[config.mk]
export PLATFORM = sky130hd
export DESIGN_NAME = load_store_unit
export DESIGN_NICKNAME = d
export VERILOG_FILES = /design/src/rtl/load_store_unit.sv
export SDC_FILE = /design/constraint.sdc
export NUM_CORES = 1
export LEC_CHECK = 0
export CAP_MARGIN = 20
export CORE_UTILIZATION = 45
export DETAILED_ROUTE_END_ITERATION = 7
export PLACE_DENSITY = 0.81
export SETUP_SLACK_MARGIN = 0.3
export SYNTH_ARGS = -nofsm -noshare
export SYNTH_HDL_FRONTEND = slang
export SYNTH_SLANG_ARGS = --single-unit
[constraint.sdc]
create_clock -name clk -period 5 [get_ports clk]
set_input_delay 1 -clock clk [delete_from_list [all_inputs] [get_ports clk]]
set_output_delay 1 -clock clk [all_outputs]
set_load 0.01 [all_outputs]
[src/rtl/load_store_unit.sv]
// Load/store unit: one bus transaction per request, size/sign handling, misalign/illegal/timeout faults.
// Latency: done 2 cycles after a zero-wait request; busy stalls the pipeline until the bus acks or times out.
module load_store_unit #(
    parameter int TIMEOUT_CYCLES = 255
) (
    input  logic        clk,
    input  logic        reset,
    input  logic        memory_read,
    input  logic        memory_write,
    input  logic [2:0]  funct3,
    input  logic [31:0] address,
    input  logic [31:0] write_data,
    output logic [31:0] read_data,
    output logic        busy,
    output logic        done,
    output logic        misaligned,
    output logic        access_fault,
    output logic        bus_req,
    output logic        bus_we,
    output logic [31:0] bus_addr,
    output logic [31:0] bus_wdata,
    output logic [3:0]  bus_wstrb,
    input  logic        bus_ack,
    input  logic [31:0] bus_rdata
);
    localparam int CNT_W = (TIMEOUT_CYCLES > 1) ? $clog2(TIMEOUT_CYCLES) : 1;
    localparam logic [CNT_W-1:0] CNT_LAST = CNT_W'(TIMEOUT_CYCLES - 1);

    typedef enum logic [1:0] {IDLE, ACCESS, DONE, FAULT} state_t;

    state_t            state, state_next;
    logic [31:0]       lat_addr;
    logic [31:0]       lat_wdata;
    logic [2:0]        lat_funct3;
    logic              lat_we;
    logic              fault_mis;
    logic [CNT_W-1:0]  wait_cnt;

    logic              request;
    logic              f3_legal;
    logic              addr_mis;
    logic [7:0]        ld_byte;
    logic [15:0]       ld_half;
    logic [31:0]       ld_ext;
    logic [31:0]       st_data;
    logic [3:0]        st_strb;

    assign request = memory_read | memory_write;

    // Unsigned sizes exist only for loads; a write with funct3 100/101 is illegal.
    always_comb begin
        f3_legal = 1'b0;
        case (funct3)
            3'b000, 3'b001, 3'b010: f3_legal = 1'b1;
            3'b100, 3'b101:         f3_legal = ~memory_write;
            default:                f3_legal = 1'b0;
        endcase
        addr_mis = ((funct3[1:0] == 2'b01) && address[0]) ||
                   ((funct3[1:0] == 2'b10) && (address[1:0] != 2'b00));
    end

    always_comb begin
        ld_byte = bus_rdata[7:0];
        case (lat_addr[1:0])
            2'b00: ld_byte = bus_rdata[7:0];
            2'b01: ld_byte = bus_rdata[15:8];
            2'b10: ld_byte = bus_rdata[23:16];
            2'b11: ld_byte = bus_rdata[31:24];
            default: ld_byte = bus_rdata[7:0];
        endcase
        ld_half = lat_addr[1] ? bus_rdata[31:16] : bus_rdata[15:0];
        case (lat_funct3)
            3'b000:  ld_ext = {{24{ld_byte[7]}}, ld_byte};
            3'b001:  ld_ext = {{16{ld_half[15]}}, ld_half};
            3'b100:  ld_ext = {24'd0, ld_byte};
            3'b101:  ld_ext = {16'd0, ld_half};
            default: ld_ext = bus_rdata;
        endcase
    end

    always_comb begin
        case (lat_funct3[1:0])
            2'b00: begin
                st_data = {4{lat_wdata[7:0]}};
                st_strb = 4'b0001 << lat_addr[1:0];
            end
            2'b01: begin
                st_data = {2{lat_wdata[15:0]}};
                st_strb = lat_addr[1] ? 4'b1100 : 4'b0011;
            end
            default: begin
                st_data = lat_wdata;
                st_strb = 4'b1111;
            end
        endcase
    end

    always_ff @(posedge clk or posedge reset) begin
        if (reset) state <= IDLE;
        else       state <= state_next;
    end

    always_comb begin
        state_next   = state;
        busy         = 1'b0;
        done         = 1'b0;
        misaligned   = 1'b0;
        access_fault = 1'b0;
        bus_req      = 1'b0;
        bus_we       = 1'b0;
        bus_addr     = 32'd0;
        bus_wdata    = 32'd0;
        bus_wstrb    = 4'b0000;
        case (state)
            IDLE: begin
                busy = request & ~reset;
                if (request)
                    state_next = (!f3_legal || addr_mis) ? FAULT : ACCESS;
            end
            ACCESS: begin
                busy     = ~reset;
                bus_req  = 1'b1;
                bus_we   = lat_we;
                bus_addr = {lat_addr[31:2], 2'b00};
                if (lat_we) begin
                    bus_wdata = st_data;
                    bus_wstrb = st_strb;
                end
                if (bus_ack)                    state_next = DONE;
                else if (wait_cnt == CNT_LAST)  state_next = FAULT;
            end
            DONE: begin
                done       = 1'b1;
                state_next = IDLE;
            end
            FAULT: begin
                done         = 1'b1;
                misaligned   = fault_mis;
                access_fault = ~fault_mis;
                state_next   = IDLE;
            end
            default: state_next = IDLE;
        endcase
    end

    always_ff @(posedge clk or posedge reset) begin
        if (reset) begin
            lat_addr   <= 32'd0;
            lat_wdata  <= 32'd0;
            lat_funct3 <= 3'd0;
            lat_we     <= 1'b0;
            fault_mis  <= 1'b0;
            wait_cnt   <= '0;
            read_data  <= 32'd0;
        end else begin
            if (state == IDLE && request) begin
                lat_addr   <= address;
                lat_wdata  <= write_data;
                lat_funct3 <= funct3;
                lat_we     <= memory_write;
                // Zero here also marks a later timeout as an access fault.
                fault_mis  <= f3_legal & addr_mis;
            end
            if (state == ACCESS) begin
                if (!bus_ack) wait_cnt <= wait_cnt + 1'b1;
                if (bus_ack && !lat_we) read_data <= ld_ext;
            end else begin
                wait_cnt <= '0;
            end
        end
    end
endmodule

After elaboration in Yosys (flattened, before gate mapping)
Index checks and enable logic that the tools add are counted.

Shifts and indexed selects: 1. Reductions and logical operators: 19. Mux-type cells: 25. Bitwise logic cells: 6. Eq/ne operators: 20. Add/sub/neg operators: 1.

Operators with widths (number): 32-bit one-hot mux with 4 select lines (1); 32-bit 2-to-1 mux (3); 32-bit one-hot mux with 2 select lines (1); 8-bit one-hot mux with 4 select lines (1); 16-bit 2-to-1 mux (1); 8-bit 2-to-1 mux (2); 3-bit equality test, second input constant (4); 4-bit 2-to-1 mux (3); 2-bit equality test, second input constant (5); 8-bit by 1-bit adder with 8-bit output, second input constant (1); 2-bit by 1-bit equality test with 1-bit output, second input constant (4); 8-bit equality test, second input constant (1); 2-bit 2-to-1 mux (4); 4-bit one-hot mux with 2 select lines (1); 3-bit by 1-bit equality test with 1-bit output, second input constant (2); 2-bit zero test (3); 3-bit zero test (2); 2-bit one-hot mux with 3 select lines (1); 1-bit 2-to-1 mux (5); 1-bit logical AND (4); 2-bit inequality test, second input constant (2); 1-bit one-hot mux with 2 select lines (2); 2-bit AND reduction (2); 2-bit OR reduction (2); 10 further kinds (15).

Output and inout bits: 106. Input bits: 104. Register bits after elaboration: 111.

Depth between registers and ports, before layout
Gate-level depths: netlist of the first run.

Depth in word-level cells: 8. Mapped depth: 7.

Worst setup path after synthesis of the first run
No wires, ideal clock.

Path kind: register -> output. Start: reg state[1]. End: out bus_wdata[22]. Required time: 4.000 ns. Arrival: 1.417 ns. Cell stages (with the launch flop): 8. Path slack: 2.583 ns. Cell sequence: dfrtp_1 nand2b_1 buf_2 inv_1 nand2_1 buf_2 buf_2 nor2_1.

Longest elaborated chain between the ends: 2.

Ends and longest elaborated chain: start, declared (line 31) `state_t state, state_next;`; start signal, assigned (line 100) `else state <= state_next;`; 2-bit by 1-bit equality test with 1-bit output (line 114) `case (state)`; 32-bit 2-to-1 mux (line 114); end, declared (line 21) `output logic [31:0] bus_wdata,`.

No other way between the ends.

Final worst setup path of the first run
Start: reg state[1]. End: out bus_wstrb[1].

Longest elaborated chain between the ends: 2.

Ends and longest elaborated chain: 2-bit by 1-bit equality test with 1-bit output (line 114); 4-bit 2-to-1 mux (line 114); end, declared (line 22) `output logic [3:0] bus_wstrb,`.

No other way between the ends.

==> out/metrics.yaml, run 1 <==
timing:
  final.min_clock_period_ps: 3894
  finalClockSkew_ps: 4.193
  worst_pin_slew_ps: 1029
  hold_viol: 0
  max-slew-margin-rel_pct: 31.42
  setup_tns_ps: 0
  layout_setup_ws_ps: 1106
  setup_viol: 0
  finalCritPeriodShare_pct: 77.88
  fmax_mhz: 256.8
  rsz0062_at_grt: "false"
  drv_slew: 0
synth:
  ys_seq_area_share_pct: 48.94
  ys_types: 49
  synth_warnings: 0
  synth-edff-count: 0
  netlist_area_mm2: 0.005675
  synth.avg_cell_area_um2: 10.39
  async_reset_ff_share_pct: 100.0
  synth_flop_cell: "dfrtp_1"
  synth_cells: 546
  synth-seq-cells: 111
critical_path:
  cpPeakStageDelay_ps: 590
  crit_family: "simple AND/OR/NAND/NOR gates"
  critPathKind: "reg2out"
  required_ps: 4000
  crit_fanout: 29
  worstSetupEndpointType: "output port"
  start_kind: "flop"
  cp_slowest_cell: "nand2_1"
  path_cells: "nand2b_1 > inv_1 > nand2_1 > a21oi_1 > clkdlybuf4s50_1"
  arrival_ps: 2890
  worst-path-buf-inv: 2
grt:
  grt_pass1_wl_mm: 25.39
  antenna_found_initial: 0
  grt_max_degree: 56
  grt_overflow: 0
  grt_pass1_vias: 4915
  grt_use_total_pct: 25.43
clock_tree:
  clock-root-buffer: "clkbuf_16"
  cts_buffer_depth: 2
  clkSinkCount: 111
  cts_setup_buffers: 0
  cts_tree: "built"
  numCtsBuffers: 9
  clkLatencyLatePin_ps: 360
  h-tree-depth: 3
  cts_resized: 0
  cts.clk_slew.worst_paths_ps: 70
  cts_hold_buf: 0
final_layout:
  fin_nets: 837
  drive_gt1_share_pct: 13.86
  area_growth_pct: 42.77
  n_antenna_cell: 0
placed_design:
  portBuffers: 207
  hpwl_mm: 12.18
  gp_congestion: 0.9058
  place_ws_ps: 1528
drt:
  first_pass_iters: 5
  drt-wirelength-per-cell_um: 18.14
  ant_nets: 0
  route.detailed.drc: 0
  wirelength_mm: 16.40
  via_count: 4923
  drtIter0Drc: 368
  avgViaCountPerCell: 5.446
pwr:
  power_frac_seq_pct: 35.0
  internal-power_mw: 3.052
  clock_power_share_pct: 15.2
  netSwitchingFraction_pct: 37.50
  vdd_drop_max_uv: 348.5
  comb_power_share_pct: 49.7
  power_density_mw_per_mm2: 602.7
  power.leakage_nw: 3.441
  power.switching_mw: 1.832
status:
  run_status: "finished clean"
flow_run:
  drv_cap: 0
hold_path:
  worstHoldPathType: "reg2reg"
floorplanning:
  die_w_um: 114.3
  floorplan.initialDensity_pct: 46.67
  die_area_mm2: 0.01307
  num_rows: 40
  io_pins: 210
  die_h_um: 114.3
  coreArea_mm2: 0.01216
==> cells in the final DEF (no fill, tap or decap), types with 2 or more instances in the layout <==
master	count
inv_1	13
inv_6	3
clkbuf_16	9
o21ai_0	9
clkinvlp_4	2
nor3_1	10
nor2_1	48
a211o_1	7
dfrtp_1	110
mux2_2	67
mux2i_1	25
nor2b_1	2
clkdlybuf4s50_1	207
buf_4	9
conb_1	2
nor3b_1	2
xor2_1	4
nand2_1	54
and3_1	10
and2_1	30
a31oi_1	7
a21oi_1	26
nand3_1	36
ha_1	2
nor4_1	2
or3_1	2
a32oi_1	14
==> synth_stat cells, drive strengths merged (7+ instances only) <==
master	n	area, um2
a211o	7	61.31
a21oi	27	146.4
a31oi	7	43.79
a32oi	14	122.6
and2	30	187.7
and3	10	62.56
buf	29	192.7
clkbuf	14	53.80
dfrtp	111	2778
inv	14	52.55
mux2	67	754.5
mux2i	25	250.2
nand2	55	209.0
nand3	36	180.2
nor2	48	180.2
nor3	10	50.05
o21ai	10	50.04
==> kinds of logic after synthesis <==
family | synth area share, %
buf+inv | 5.269
other cells | 0.06607
mux | 18.10
xor+xnor | 0.7716
compound gates | 9.083
simple gates | 17.33
fa+ha+maj | 0.4408
flops | 48.94
==> power groups by stage <==
stage	combinational, mW	clock (mW)	sequential [mW]
after global routing	2.62	0.802	1.77
after CTS	2.45	0.762	1.71
after global placement	2.38	0	1.70
final	2.43	0.744	1.71
after detailed placement	2.43	0	1.72
after floorplan	1.52	0	1.58
==> final cells by class <==
type                    count  area, um2
clock buffers               9      225.2
flip-flops and latches    111       2779
clock inverters             7      80.08
well taps                 168      210.2
multi-input cells         379       2614
repair buffers            216       2140
inverters                  14      55.05
fillers                   952       4059
==> tightest hold or removal path, cell delays in order, from the launching register on <==
cell and delay (ps):
dfrtp_1 350, nand2_1 40, o21ai_0 60
==> path summary, 6_finish.rpt <==
kind                                     from       endpoint  slack, ps  depth (start not counted)
worst max-delay path                 state[1]   bus_wstrb[1]       1110                          5
worst min-delay path             read_data[7]   read_data[7]        490                          2
worst max register to register  lat_funct3[0]   read_data[4]       2640                          4
worst min register to register   read_data[7]   read_data[7]        490                          2
max in group asynchronous               reset  lat_wdata[30]       2960                          3
min in group asynchronous               reset   lat_addr[26]       1160                          2
==> metal layers <==
layer / up-vias / routed length (um) / global-route usage [%]
met4: 0 / 429 / 10.82
met1: 2369 / 6577 / 30.44
met5: - / 0 / 0
met3: 29 / 1518 / 8.152
li1: 2269 / - / -
met2: 256 / 7877 / 42.18
==> flip-flops by register name (all words and copies together) (netlist names) <==
signal,cells
lat_funct3,3
lat_addr,32
wait_cnt,8
lat_wdata,32
state,2
read_data,32
lat_we,1
fault_mis,1
==> metrics by stage <==
| stage | cells | hold slack, ps | total power, mW | area [um2] | util [%] |
|---|---|---|---|---|---|
| after floorplan | 547 | 465.1 | 3.107 | 5679 | - |
| after global placement | 888 | 465.9 | 4.082 | 7797 | 64.12 |
| after CTS | 904 | 487.3 | 4.918 | 8103 | 66.63 |
| after detailed placement | 888 | 470.8 | 4.159 | 7797 | 64.12 |
| after global routing | 904 | 514.5 | 5.191 | 8103 | 66.63 |
| final | 904 | 487.0 | 4.884 | 8103 | 66.63 |
(Power assumes the default switching activity.)
==> run 2, diff against run 1 <==
Settings changed: CORE_UTILIZATION 45 to 41, PLACE_DENSITY 0.81 to 0.78.
Clock period 5 ns to 3.5 ns, I/O delays scaled along.
==> run 2 against run 1 <==
Against the previous run:
- non-clock buffer count rose by 3
- sequential power is 40% higher
- critical endpoint is now bus_addr[5]
- worst setup slack worse by 650 ps
- count of clock-buffer cells in the layout rose by 2
- first-iteration DRC count rose by 4.9%
- cell count rose by 1.2%
- cell area rose by 0.57%
- critical path depth unchanged
- via count is 0.77% higher
- routed wire length grew 0.71%
==> out/metrics.yaml, run 2 (synthesis results as in run 1) <==
drt:
  ant_nets: 0  # unchanged
  avgViaCountPerCell: 5.422  # was 5.446
  via_count: 4961  # was 4923
  drt-wirelength-per-cell_um: 18.05  # was 18.14 um
  drtIter0Drc: 386  # was 368
  route.detailed.drc: 0  # unchanged
  wirelength_mm: 16.52  # was 16.40 mm
  first_pass_iters: 5  # unchanged
timing:
  final.min_clock_period_ps: 3046
  fmax_mhz: 328.3
  max-slew-margin-rel_pct: 56.95  # was 31.42%
  finalCritPeriodShare_pct: 87.02
  layout_setup_ws_ps: 454.4  # was 1106 ps
  hold_ws_ps: 494.8  # was 487.0 ps
  worst_pin_slew_ps: 645.8  # was 1029 ps
  setup_viol: 0  # unchanged
  drv_slew: 0  # unchanged
  rsz0062_at_grt: "false"  # unchanged
  setup_tns_ps: 0  # unchanged
  hold_viol: 0  # unchanged
  finalClockSkew_ps: 6.351  # was 4.193 ps
floorplanning:
  die_area_mm2: 0.01432  # was 0.01307 mm2
  floorplan.initialDensity_pct: 42.52  # was 46.67%
  coreArea_mm2: 0.01335  # was 0.01216 mm2
  die_h_um: 119.7  # was 114.3 um
  die_w_um: 119.7  # was 114.3 um
  num_rows: 42  # was 40
  io_pins: 210  # unchanged
clock_tree:
  cts_buffer_depth: 2  # unchanged
  cts_resized: 1  # was 0
  clkLatencyLatePin_ps: 350  # was 360 ps
  clock-root-buffer: "clkbuf_16"  # unchanged
  cts.clk_slew.worst_paths_ps: 70  # about the same
  numCtsBuffers: 9  # unchanged
  clkSinkCount: 111  # unchanged
  cts_hold_buf: 0  # unchanged
  cts_setup_buffers: 0  # unchanged
  h-tree-depth: 3  # unchanged
  cts_tree: "built"  # unchanged
pwr:
  finalPower_mw: 7.026  # was 4.884 mW
  power_density_mw_per_mm2: 862.2  # was 602.7 mW/mm2
  power.leakage_nw: 3.456  # was 3.441 nW
  vdd_drop_max_uv: 545.4  # was 348.5 uV
grt:
  grt_use_total_pct: 24.05  # was 25.43%
  grt_max_degree: 99  # was 56
  antenna_found_initial: 0  # unchanged
  grt_overflow: 0  # unchanged
  grt_pass1_wl_mm: 26.52  # was 25.39 mm
  grt_pass1_vias: 5248  # was 4915
hold_path:
  worstHoldPathType: "reg2reg"  # unchanged
critical_path:
  required_ps: 2800  # was 4000 ps
  critPathKind: "reg2out"  # unchanged
  crit_fanout: 33  # was 29
  arrival_ps: 2350  # was 2890 ps
  start_kind: "flop"  # unchanged
  worstSetupEndpointType: "output port"  # unchanged
placed_design:
  portBuffers: 207  # unchanged
  gp_congestion: 0.9041  # was 0.9058
  hpwl_mm: 12.25  # was 12.18 mm
  place_ws_ps: 648.0  # was 1528 ps
final_layout:
  layout_common_cells: "clkdlybuf4s50_1 (207), dfrtp_1 (109), mux2_2 (67)"  # was clkdlybuf4s50_1 (207), dfrtp_1 (110), mux2_2 (67)
  area_growth_pct: 43.58  # was 42.77%
  fin_nets: 840  # was 837
  n_fill_cell: 1079  # was 952
  n_antenna_cell: 0  # unchanged
  final_common_cell: "clkdlybuf4s50_1"  # unchanged
  utilization_pct: 61.05  # was 66.63%
  top_regs: "lat_addr x32, lat_wdata x32, read_data x32"  # unchanged
  drive_gt1_share_pct: 14.61  # was 13.86%
status:
  run_status: "finished clean"  # unchanged
flow_run:
  drv_cap: 0  # unchanged
[run 2: per-stage QoR]
| stage | cells | instance area (um2) |
|---|---|---|
| final | 915 | 8149 |
| after global routing | 915 | 8149 |
| after CTS | 915 | 8145 |
| after detailed placement | 899 | 7844 |
| after global placement | 899 | 7844 |
| after floorplan | 547 | 5683 |
[run 2: power breakdown]
part           total, mW  switching, mW  internal (mW)
logic               3.59           1.65           1.94
clock network       1.05          0.471          0.576
registers           2.39          0.504           1.89
[run 2: path summary, 6_finish.rpt]
kind | startpoint | endpoint | slack, ps | depth (start not counted)
worst min register to register | read_data[7] | read_data[7] | 490 | 2
worst max-delay path | state[1] | bus_addr[5] | 450 | 5
min in group asynchronous | reset | lat_addr[26] | 690 | 2
max in group asynchronous | reset | lat_wdata[13] | 2000 | 3
worst min-delay path | read_data[7] | read_data[7] | 490 | 2
worst max register to register | lat_we | read_data[27] | 1450 | 4
[run 2: worst max-delay path: stages, from the launching register on]
cell and delay [ps]:
dfrtp_1 460, nand2b_2 320, inv_2 160, buf_4 290, and2_1 210, clkdlybuf4s50_1 550
[run 2: area by class of cell]
cell class | instances | area, um2 | area share (%)
sequential | 111 | 2780 | 34.12
multi-input combinational | 379 | 2619 | 32.14
timing repair buffer | 219 | 2175 | 26.69
clock buffer | 11 | 242.7 | 2.979
tap | 176 | 220.2 | 2.702
clock inverter | 5 | 56.30 | 0.6909
inverter | 14 | 56.30 | 0.6909
[run 2: per-layer routing]
layer | part of all wire [%] | global-route usage, %
met5 | 0 | 0
met4 | 2.9 | 10.31
met3 | 10 | 7.605
met2 | 48 | 39.41
met1 | 39 | 29.09
==> run 3, diff against run 2 <==
Settings changed: CTS_CLUSTER_DIAMETER from default to 100.
==> results of run 3 <==
Final layout, timing and power as in run 2 (identical DEF).
